$ cat src/rtl/button_debounce.sv
// Button debouncer: qualifies press/release over DEBOUNCE_CYCLES identical samples and
// emits single-cycle press, release and long-press pulses plus diagnostic counters.
module button_debounce #(
  parameter int DEBOUNCE_CYCLES = 1_000_000,
  parameter int LONG_CYCLES     = 100_000_000
) (
  input  logic       clk_100mhz,
  input  logic       rst_n_sync,
  input  logic       btn_in,
  output logic       btn_level,
  output logic       press_pulse,
  output logic       release_pulse,
  output logic       long_pulse,
  output logic [7:0] press_count,
  output logic [7:0] bounce_count
);

  localparam int QW = $clog2(DEBOUNCE_CYCLES);
  localparam int HW = $clog2(LONG_CYCLES + 1);
  localparam logic [QW-1:0] Q_ONE  = QW'(1);
  localparam logic [QW-1:0] Q_LAST = QW'(DEBOUNCE_CYCLES - 1);
  localparam logic [HW-1:0] H_ONE  = HW'(1);
  localparam logic [HW-1:0] H_MAX  = HW'(LONG_CYCLES);

  typedef enum logic [1:0] {
    IDLE,
    PRESS_WAIT,
    PRESSED,
    RELEASE_WAIT
  } state_t;

  state_t          r_state;
  logic [QW-1:0]   r_q_cnt;
  logic [HW-1:0]   r_h_cnt;
  logic [HW-1:0]   w_h_next;
  logic            w_long_edge;

  function automatic logic [7:0] sat_inc8(input logic [7:0] v);
    return (v == 8'hFF) ? v : v + 8'd1;
  endfunction

  function automatic logic [HW-1:0] hold_inc(input logic [HW-1:0] v);
    return (v == H_MAX) ? v : v + H_ONE;
  endfunction

  // Saturation of the hold counter is what limits long_pulse to once per press.
  assign w_h_next    = hold_inc(r_h_cnt);
  assign w_long_edge = (r_h_cnt == (H_MAX - H_ONE));

  always_ff @(posedge clk_100mhz or negedge rst_n_sync) begin
    if (!rst_n_sync) begin
      r_state       <= IDLE;
      r_q_cnt       <= '0;
      r_h_cnt       <= '0;
      btn_level     <= 1'b0;
      press_pulse   <= 1'b0;
      release_pulse <= 1'b0;
      long_pulse    <= 1'b0;
      press_count   <= 8'd0;
      bounce_count  <= 8'd0;
    end else begin
      press_pulse   <= 1'b0;
      release_pulse <= 1'b0;
      long_pulse    <= 1'b0;
      case (r_state)
        IDLE: begin
          if (btn_in) begin
            r_state <= PRESS_WAIT;
            r_q_cnt <= Q_ONE;
          end else begin
            r_q_cnt <= '0;
          end
        end
        PRESS_WAIT: begin
          if (btn_in) begin
            if (r_q_cnt == Q_LAST) begin
              r_state     <= PRESSED;
              r_q_cnt     <= '0;
              r_h_cnt     <= H_ONE;
              btn_level   <= 1'b1;
              press_pulse <= 1'b1;
              press_count <= press_count + 8'd1;
            end else begin
              r_q_cnt <= r_q_cnt + Q_ONE;
            end
          end else begin
            r_state      <= IDLE;
            r_q_cnt      <= '0;
            bounce_count <= sat_inc8(bounce_count);
          end
        end
        PRESSED: begin
          r_h_cnt    <= w_h_next;
          long_pulse <= w_long_edge;
          if (!btn_in) begin
            r_state <= RELEASE_WAIT;
            r_q_cnt <= Q_ONE;
          end
        end
        RELEASE_WAIT: begin
          // The long threshold may land on the release-acceptance edge; both pulses fire.
          long_pulse <= w_long_edge;
          if (!btn_in) begin
            if (r_q_cnt == Q_LAST) begin
              r_state       <= IDLE;
              r_q_cnt       <= '0;
              r_h_cnt       <= '0;
              btn_level     <= 1'b0;
              release_pulse <= 1'b1;
            end else begin
              r_q_cnt <= r_q_cnt + Q_ONE;
              r_h_cnt <= w_h_next;
            end
          end else begin
            r_state      <= PRESSED;
            r_q_cnt      <= '0;
            r_h_cnt      <= w_h_next;
            bounce_count <= sat_inc8(bounce_count);
          end
        end
        default: r_state <= IDLE;
      endcase
    end
  end

endmodule

$ cat config.mk
export PLATFORM = sky130hd
export DESIGN_NAME = button_debounce
export DESIGN_NICKNAME = d
export VERILOG_FILES = /design/src/rtl/button_debounce.sv
export SDC_FILE = /design/constraint.sdc
export NUM_CORES = 1
export LEC_CHECK = 0
export CAP_MARGIN = 20
export CORE_MARGIN = 3
export CORE_UTILIZATION = 50
export DETAILED_ROUTE_END_ITERATION = 12
export DONT_BUFFER_PORTS = 1
export GPL_ROUTABILITY_DRIVEN = 0
export MAX_ROUTING_LAYER = met4
export PLACE_DENSITY = 0.61
export SLEW_MARGIN = 20
export SYNTH_ARGS = -nofsm -noshare
export SYNTH_HDL_FRONTEND = slang
export SYNTH_SLANG_ARGS = --single-unit
$ cat constraint.sdc
create_clock -name clk_100mhz -period 4.2 [get_ports clk_100mhz]
set_input_delay 0.84 -clock clk_100mhz [delete_from_list [all_inputs] [get_ports clk_100mhz]]
set_output_delay 0.84 -clock clk_100mhz [all_outputs]
set_load 0.03 [all_outputs]
# [Word-level counts from Yosys, hierarchy flattened]
# Cells that the tools add are included.
[totals] register_bits=69 in_bits=3 elab_cells=73
[op_classes] addsub=4 eq_ne=17 n_mux=34 reduce_logical=9
[ops] op="$mux W27" n=5
[ops] op="$pmux W27 S3" n=1
[ops] op="$mux W20" n=4
[ops] op="$pmux W20 S4" n=1
[ops] op="$eq A27 B27 Y1 const B" n=2
[ops] op="$add A27 B1 Y27 const B" n=1
[ops] op="$mux W8" n=3
[ops] op="$add A20 B1 Y20 const B" n=1
[ops] op="$eq A20 B20 Y1 const B" n=1
[ops] op="$add A8 B1 Y8 const B" n=2
[ops] op="$ne A2 B2 Y1 const B" n=8
[ops] op="$pmux W8 S2" n=1
[ops] op="$mux W2" n=6
[ops] op="$mux W1" n=11
[ops] op="$reduce_and A3 Y1" n=3
[ops] op="$eq A8 B8 Y1 const B" n=1
[ops] op="$pmux W2 S4" n=1
[ops] op="$ne A3 B3 Y1 const B" n=2
[ops] op="$reduce_and A5 Y1" n=1
[ops] op="$eq A2 B2 Y1 const B" n=2
[ops] op="$reduce_and A4 Y1" n=1
[ops] op="$reduce_bool A3 Y1" n=1
[ops] op="$eq A2 B1 Y1 const B" n=1
[ops] op="$logic_not A2 Y1" n=1
[ops] op="other kinds (3)" n=3

# [Longest topological paths before layout]
# Gate-level depths: netlist of run 1.
[depth] depth_word=5 depth_mapped=8

# [Least setup slack after synthesis of run 1]
# Ideal clock, no wire load.
[synth_timing] path_type="input port to flip-flop" startpoint="in btn_in" endpoint="reg r_h_cnt[2]" setup_time_ns=0.077 arrival_time_ns=2.158 slack_ns=1.965 stages=6 n_path_buf=2 cell_sequence="clkbuf_1 and3_1 a31oi_1 buf_2 or4_1 a21oi_1"
[synth_between] elab_chain_len=2 elab_cells_between_ends=4
[synth_lines] element="from (decl)" line_no="9" text="input logic btn_in,"
[synth_lines] element="$mux W27 / $ne A2 B2 Y1 (equally long branches)"
[synth_lines] element="$pmux W27 S3 / $reduce_and A3 Y1 (equally long branches)"
[synth_lines] element="to (signal assigned)" line_no="93" text="r_h_cnt <= w_h_next;"
[synth_lines] element="to (signal assigned)" line_no="112" text="r_h_cnt <= w_h_next;"
[synth_lines] element="to (signal assigned)" line_no="117" text="r_h_cnt <= w_h_next;"
[synth_lines] element="to (decl)" line_no="34" text="logic [HW-1:0] r_h_cnt;"
# Parallel ways exist; a longest one is shown, timed or not.
# A chain may end at the register's enable or synchronous reset.

# [Worst setup path in the final report of run 1]
[layout_timing] startpoint="reg r_q_cnt[0]" endpoint="reg r_h_cnt[17]"
[layout_between] elab_chain_len=4 elab_cells_between_ends=6
[layout_lines] element="from (decl)" line_no="33" text="logic [QW-1:0] r_q_cnt;"
[layout_lines] element="from (signal assigned)" line_no="84" text="r_q_cnt <= r_q_cnt + Q_ONE;"
[layout_lines] element="from (signal assigned)" line_no="111" text="r_q_cnt <= r_q_cnt + Q_ONE;"
[layout_lines] element="$eq A20 B20 Y1 *" line_no="76, 104"
[layout_lines] element="$mux W27" line_no="104" text="if (r_q_cnt == Q_LAST) begin"
[layout_lines] element="$mux W27" line_no="103" text="if (!btn_in) begin"
[layout_lines] element="$pmux W27 S3" line_no="65" text="case (r_state)"
# Every way passes the cells marked *; elsewhere a longest branch is shown, timed or not.

==> flow_metrics.env, run 1 <==
export IMPL_async_flop_share_pct=100
export IMPL_ctsHtreeMaxLevel=3
export IMPL_port_buffers=0
export IMPL_drt_iter0_markers=182
export IMPL_start_util_pct=52.7
export IMPL_cts_root_buf="clkbuf_8"
export IMPL_outcome="finished, final reports clean"
export IMPL_fin_area_um2=3950
export IMPL_slowest_stage="nor4_4"
export IMPL_synth_area_um2=3680
export IMPL_cp_buffers_inverters=0
export IMPL_drc_errors=0
export IMPL_ant_nets=0
export IMPL_grt_max_degree=70
export IMPL_synth_cells=392
export IMPL_finalClockSkew_ns=0.00704
export IMPL_grt_overflow=0
export IMPL_cts_resized=0
export IMPL_hp_class="input pin to asynchronous set/reset pin"
export IMPL_max_freq_ghz=0.347
export IMPL_synth_edf_count=0
export IMPL_routed_via_density=6.04
export IMPL_synth_cell_type_count=45
export IMPL_worstSetupPathType="flop to flop"
export IMPL_yosysTopAreaCell="dfrtp_1"
export IMPL_power_per_cell_area_nw_per_um2=392
export IMPL_rr_worst_depth=6
export IMPL_core_rowCount=30
export IMPL_vdd_drop_max_mv=0.264
export IMPL_area_growth_pct=7.37
export IMPL_tightest_slew_ns=0.888
export IMPL_dieArea_um2=8430
export IMPL_drv_cap=0
export IMPL_drv_slew=0
export IMPL_min_period_ns=2.88
export IMPL_routedWlPerCell_um=16.2
export IMPL_cts_hold_buf=0
export IMPL_synth_area_per_cell_um2=9.39
export IMPL_post_cts_repair_setup_buffers=0
export IMPL_synthFlopType="dfrtp_1"
export IMPL_power_leakage_nw=1.66
export IMPL_die_y_um=91.8
export IMPL_place_area_um2=3740
export IMPL_setup_viol=0
export IMPL_finalSetupTns_ns=0
export IMPL_max_slew_margin_pct=40.4
export IMPL_critPathCaptureType="flop"
export IMPL_path_delay_family="simple AND/OR/NAND/NOR gates"
export IMPL_crit_chain="ha_1 > nand4_2 > nor4_4 > a31oi_4 > or4_1 > a21oi_1"
export IMPL_hold_violations=0
export IMPL_core_region_area_um2=6980
export IMPL_clock_sinks=69
export IMPL_cp_required_ns=4.47
export IMPL_numCtsBuffers=9
export IMPL_n_antenna_cell=0
export IMPL_cp_start_kind="flop"
export IMPL_grt_setup_unrepaired="false"
export IMPL_grt_usage_pct=20.5
export IMPL_synth_area_leaders="dfrtp_1 (47%), a31oi_1 (3.7%), xnor2_1 (3.3%), nand3_1 (3.3%), nand2_1 (3.2%)"
export IMPL_path_max_fanout=29
export IMPL_path_clk_slew_ns=0.08
export IMPL_drt_total_wl_um=7870
export IMPL_firstDrtPassIters=4
export IMPL_via_count=2943
export IMPL_grt_pass1_vias=2779
export IMPL_cts_buffer_depth=2
export IMPL_grt_pass1_wl_um=13500
export IMPL_synth_common_cells="dfrtp_1 (69), nand2_1 (31), nand3_1 (24), a21oi_1 (23), a31oi_1 (22)"
export IMPL_cp_data_arrival_time_ns=3.15
export IMPL_layout_drive_gt1_share_pct=7.42
export IMPL_ys_seq_area_share_pct=46.9
export IMPL_yosysMostFrequentCell="dfrtp_1"
export IMPL_path_depth=6
export IMPL_syn_nets=400
export IMPL_cp_slowest_stage_delay_ns=0.69
export IMPL_hpwl_um=5210
export IMPL_period_share_pct=68.5
export IMPL_synth_top_area_share_pct=46.9
export IMPL_clkLatencyLatePin_ns=0.35
export IMPL_die_w_um=91.8
export IMPL_synth_seq_cells=69
export IMPL_yosysWarnings=0
export IMPL_pin_count=23
export IMPL_cts_tree="built"
export IMPL_nNetsFinal=394
export IMPL_antenna_found_initial=0
-- stage by stage --
step | util, % | hold slack, ns | cells | total power, mW | setup slack, ns
finish | 56.6 | 0.180 | 487 | 1.55 | 1.32
global route | 56.6 | 0.161 | 487 | 1.63 | 1.10
floorplan | - | 0.451 | 392 | 0.983 | 1.96
detailed placement | 53.5 | 0.481 | 471 | 1.03 | 0.854
global placement | 53.5 | 0.478 | 471 | 1.02 | 1.01
CTS | 56.3 | 0.163 | 487 | 1.57 | 0.844
-- flip-flops by register name (all words and copies together), names as in the netlist, named ones only --
register	cells
bounce_count	8
btn_level	1
long_pulse	1
press_count	8
press_pulse	1
r_h_cnt	27
r_q_cnt	20
r_state	1
release_pulse	1
-- per-layer routing --
metal,up-vias,share of wire (%),routed length [µm],global-route usage (%)
met5,-,0,0,-
met4,0,1.3,102,7.43
met3,10,5.0,391,4.68
met2,69,45,3550,30.4
met1,1414,49,3830,27.6
li1,1450,-,-,-
-- cell usage in the layout (no fill, tap or decap), drive strengths merged, types with 11 or more instances in the layout --
cell / instances
xnor2: 14
nand4: 18
nor2: 18
o21ai: 19
nand2: 31
and3: 11
a31oi: 22
a21oi: 24
or3: 13
inv: 14
nand3: 24
dfrtp: 69
-- final timing paths --
kind	startpoint	slack, ns	end
max in group asynchronous	rst_n_sync	3.92	r_q_cnt[12]
worst min-delay path	rst_n_sync	0.18	r_h_cnt[24]
worst min register to register	r_q_cnt[19]	0.49	r_q_cnt[19]
worst max register to register	r_q_cnt[0]	1.32	r_h_cnt[17]
min in group clk_100mhz	r_q_cnt[19]	0.49	r_q_cnt[19]
worst max-delay path	r_q_cnt[0]	1.32	r_h_cnt[17]
-- worst register-to-register path, delay by kind of cell, from the launching register on --
| family | cells | cell delay, ns |
|---|---|---|
| AOI/OAI and AO/OA | 2 | 0.62 |
| adders and majority gates | 1 | 0.25 |
| DFF | 1 | 0.42 |
| and+or+nand+nor | 3 | 1.52 |
-- report_power, final --
| part | internal [mW] | switching (mW) |
|---|---|---|
| logic | 0.0724 | 0.0826 |
| registers | 0.722 | 0.137 |
| clock network | 0.273 | 0.262 |
-- layout make-up --
cell class                      count  area, µm²
Sequential cell                    69       1730
Clock inverter                      6       63.8
Fill cell                         643       3030
Inverter                           14       52.6
Multi-Input combinational cell    290       1850
Tap cell                           96        120
Timing Repair Buffer                2       15.0
Clock buffer                       10        128
-- logic make-up (layout without fill, tap and decap cells) --
group           Yosys count  in the layout  synth area share [%]
fa+ha+maj                 5              5                  1.70
buf+inv                  33             32                  3.77
mux                       5              5                  1.46
compound gates           96             96                  16.5
simple gates            160            160                  24.0
flops                    69             69                  46.9
xor+xnor                 24             24                  5.71
Power figures use the tool's default switching activity.
==> inputs of run 2 (changes only) <==
==> constraint.sdc (replaced) <==
create_clock -name clk_100mhz -period 2.71 [get_ports clk_100mhz]
set_input_delay 0.542 -clock clk_100mhz [delete_from_list [all_inputs] [get_ports clk_100mhz]]
set_output_delay 0.542 -clock clk_100mhz [all_outputs]
set_load 0.03 [all_outputs]
==> flow_metrics.env, run 2 (synthesis results as in run 1) <==
export IMPL_grt_pass1_wl_um=14000
export IMPL_cts_buffer_depth=2
export IMPL_largest_reg_flops=27
export IMPL_path_delay_family="simple AND/OR/NAND/NOR gates"
export IMPL_power_leakage_nw=1.72
export IMPL_die_y_um=91.8
export IMPL_utilization_pct=58.1
export IMPL_routedWlPerCell_um=16.2
export IMPL_outcome="finished, final reports clean"
export IMPL_path_clk_slew_ns=0.08
export IMPL_n_antenna_cell=0
export IMPL_numCtsBuffers=9
export IMPL_ant_nets=0
export IMPL_min_period_ns=2.40
export IMPL_hold_slack_ns=0.0571
export IMPL_drc_errors=0
export IMPL_fin_area_um2=4060
export IMPL_clock_sinks=69
export IMPL_port_buffers=0
export IMPL_grt_setup_unrepaired="false"
export IMPL_cp_required_ns=2.97
export IMPL_hpwl_um=5280
export IMPL_drt_total_wl_um=7990
export IMPL_core_region_area_um2=6980
export IMPL_critPathCaptureType="flop"
export IMPL_routed_via_density=5.96
export IMPL_layout_drive_gt1_share_pct=9.30
export IMPL_grt_usage_pct=21.1
export IMPL_dieArea_um2=8430
export IMPL_place_area_um2=3780
export IMPL_vdd_drop_max_mv=0.468
export IMPL_hp_class="input pin to asynchronous set/reset pin"
export IMPL_drv_slew=0
export IMPL_cts_root_buf="clkbuf_8"
export IMPL_max_freq_ghz=0.416
export IMPL_crit_chain="ha_1 > nand4_2 > nor4_4 > a31oi_4 > or4_1 > a21oi_1"
export IMPL_hold_violations=0
export IMPL_tightest_slew_ns=0.687
export IMPL_slowest_stage="or4_1"
export IMPL_grt_pass1_vias=2825
export IMPL_cts_tree="built"
export IMPL_firstDrtPassIters=4
export IMPL_fin_cells=494
export IMPL_start_util_pct=52.7
export IMPL_drv_cap=0
export IMPL_ctsHtreeMaxLevel=3
export IMPL_clkLatencyLatePin_ns=0.34
export IMPL_regMostFlops="r_h_cnt"
export IMPL_finalClockSkew_ns=0.00894
export IMPL_post_cts_repair_setup_buffers=0
export IMPL_total_power_mw=2.54
export IMPL_grt_overflow=0
export IMPL_dp_cells=477
export IMPL_final_common_cell="dfrtp_1"
export IMPL_area_growth_pct=10.2
export IMPL_worstSetupPathType="flop to flop"
export IMPL_period_share_pct=88.7
export IMPL_via_count=2945
export IMPL_top_regs="r_h_cnt x27, r_q_cnt x20"
export IMPL_cp_slowest_stage_delay_ns=0.56
export IMPL_power_per_cell_area_nw_per_um2=626
export IMPL_finalSetupTns_ns=0
export IMPL_drt_iter0_markers=173
export IMPL_setup_viol=0
export IMPL_grt_max_degree=70
export IMPL_cp_buffers_inverters=0
export IMPL_pin_count=23
export IMPL_nNetsFinal=401
export IMPL_cp_data_arrival_time_ns=2.66
export IMPL_final_cell_mix="dfrtp_1 (69), nand2_1 (31), nand3_1 (24)"
export IMPL_die_w_um=91.8
export IMPL_place_ws_ns=0.149
export IMPL_path_max_fanout=21
export IMPL_cp_start_kind="flop"
export IMPL_max_slew_margin_pct=54.1
export IMPL_worst_slack_ns=0.307
export IMPL_core_rowCount=30
export IMPL_antenna_found_initial=0
[run 2: final cells by class]
cell class,instances,area [µm²]
well taps,96,120
multi-input cells,290,1850
repair buffers,9,87.6
fillers,651,2930
clock inverters,7,97.6
inverters,14,52.6
flip-flops and latches,69,1730
clock buffers,9,124
[run 2: power by group]
part	total (mW)	internal [mW]	switching, mW
Combinational	0.267	0.118	0.149
Sequential	1.32	1.12	0.206
Clock	0.946	0.523	0.423
[run 2: repair_timing]
action                                  4_1_cts  5_1_grt
hold buffers                                  1        0
gates resized for setup                       0        2
hold endpoints to repair                     69        0
endpoints found under the setup margin        0        5
[run 2: layer usage]
metal	routed length, µm	GRT usage (%)
met4	74	7.92
met3	238	3.53
met2	3670	31.2
met5	0	-
met1	4010	29.3
[run 2: worst paths after layout]
check / slack, ns / endpoint / depth (start not counted) / start
hold / removal: 0.06 / press_count[3] / 1 / rst_n_sync
max in group asynchronous: 2.33 / r_h_cnt[23] / 1 / rst_n_sync
setup reg to reg: 0.31 / r_h_cnt[17] / 6 / r_q_cnt[0]
min in group clk_100mhz: 0.29 / release_pulse / 1 / btn_in
setup / recovery: 0.31 / r_h_cnt[17] / 6 / r_q_cnt[0]
hold reg to reg: 0.49 / r_q_cnt[19] / 1 / r_q_cnt[19]
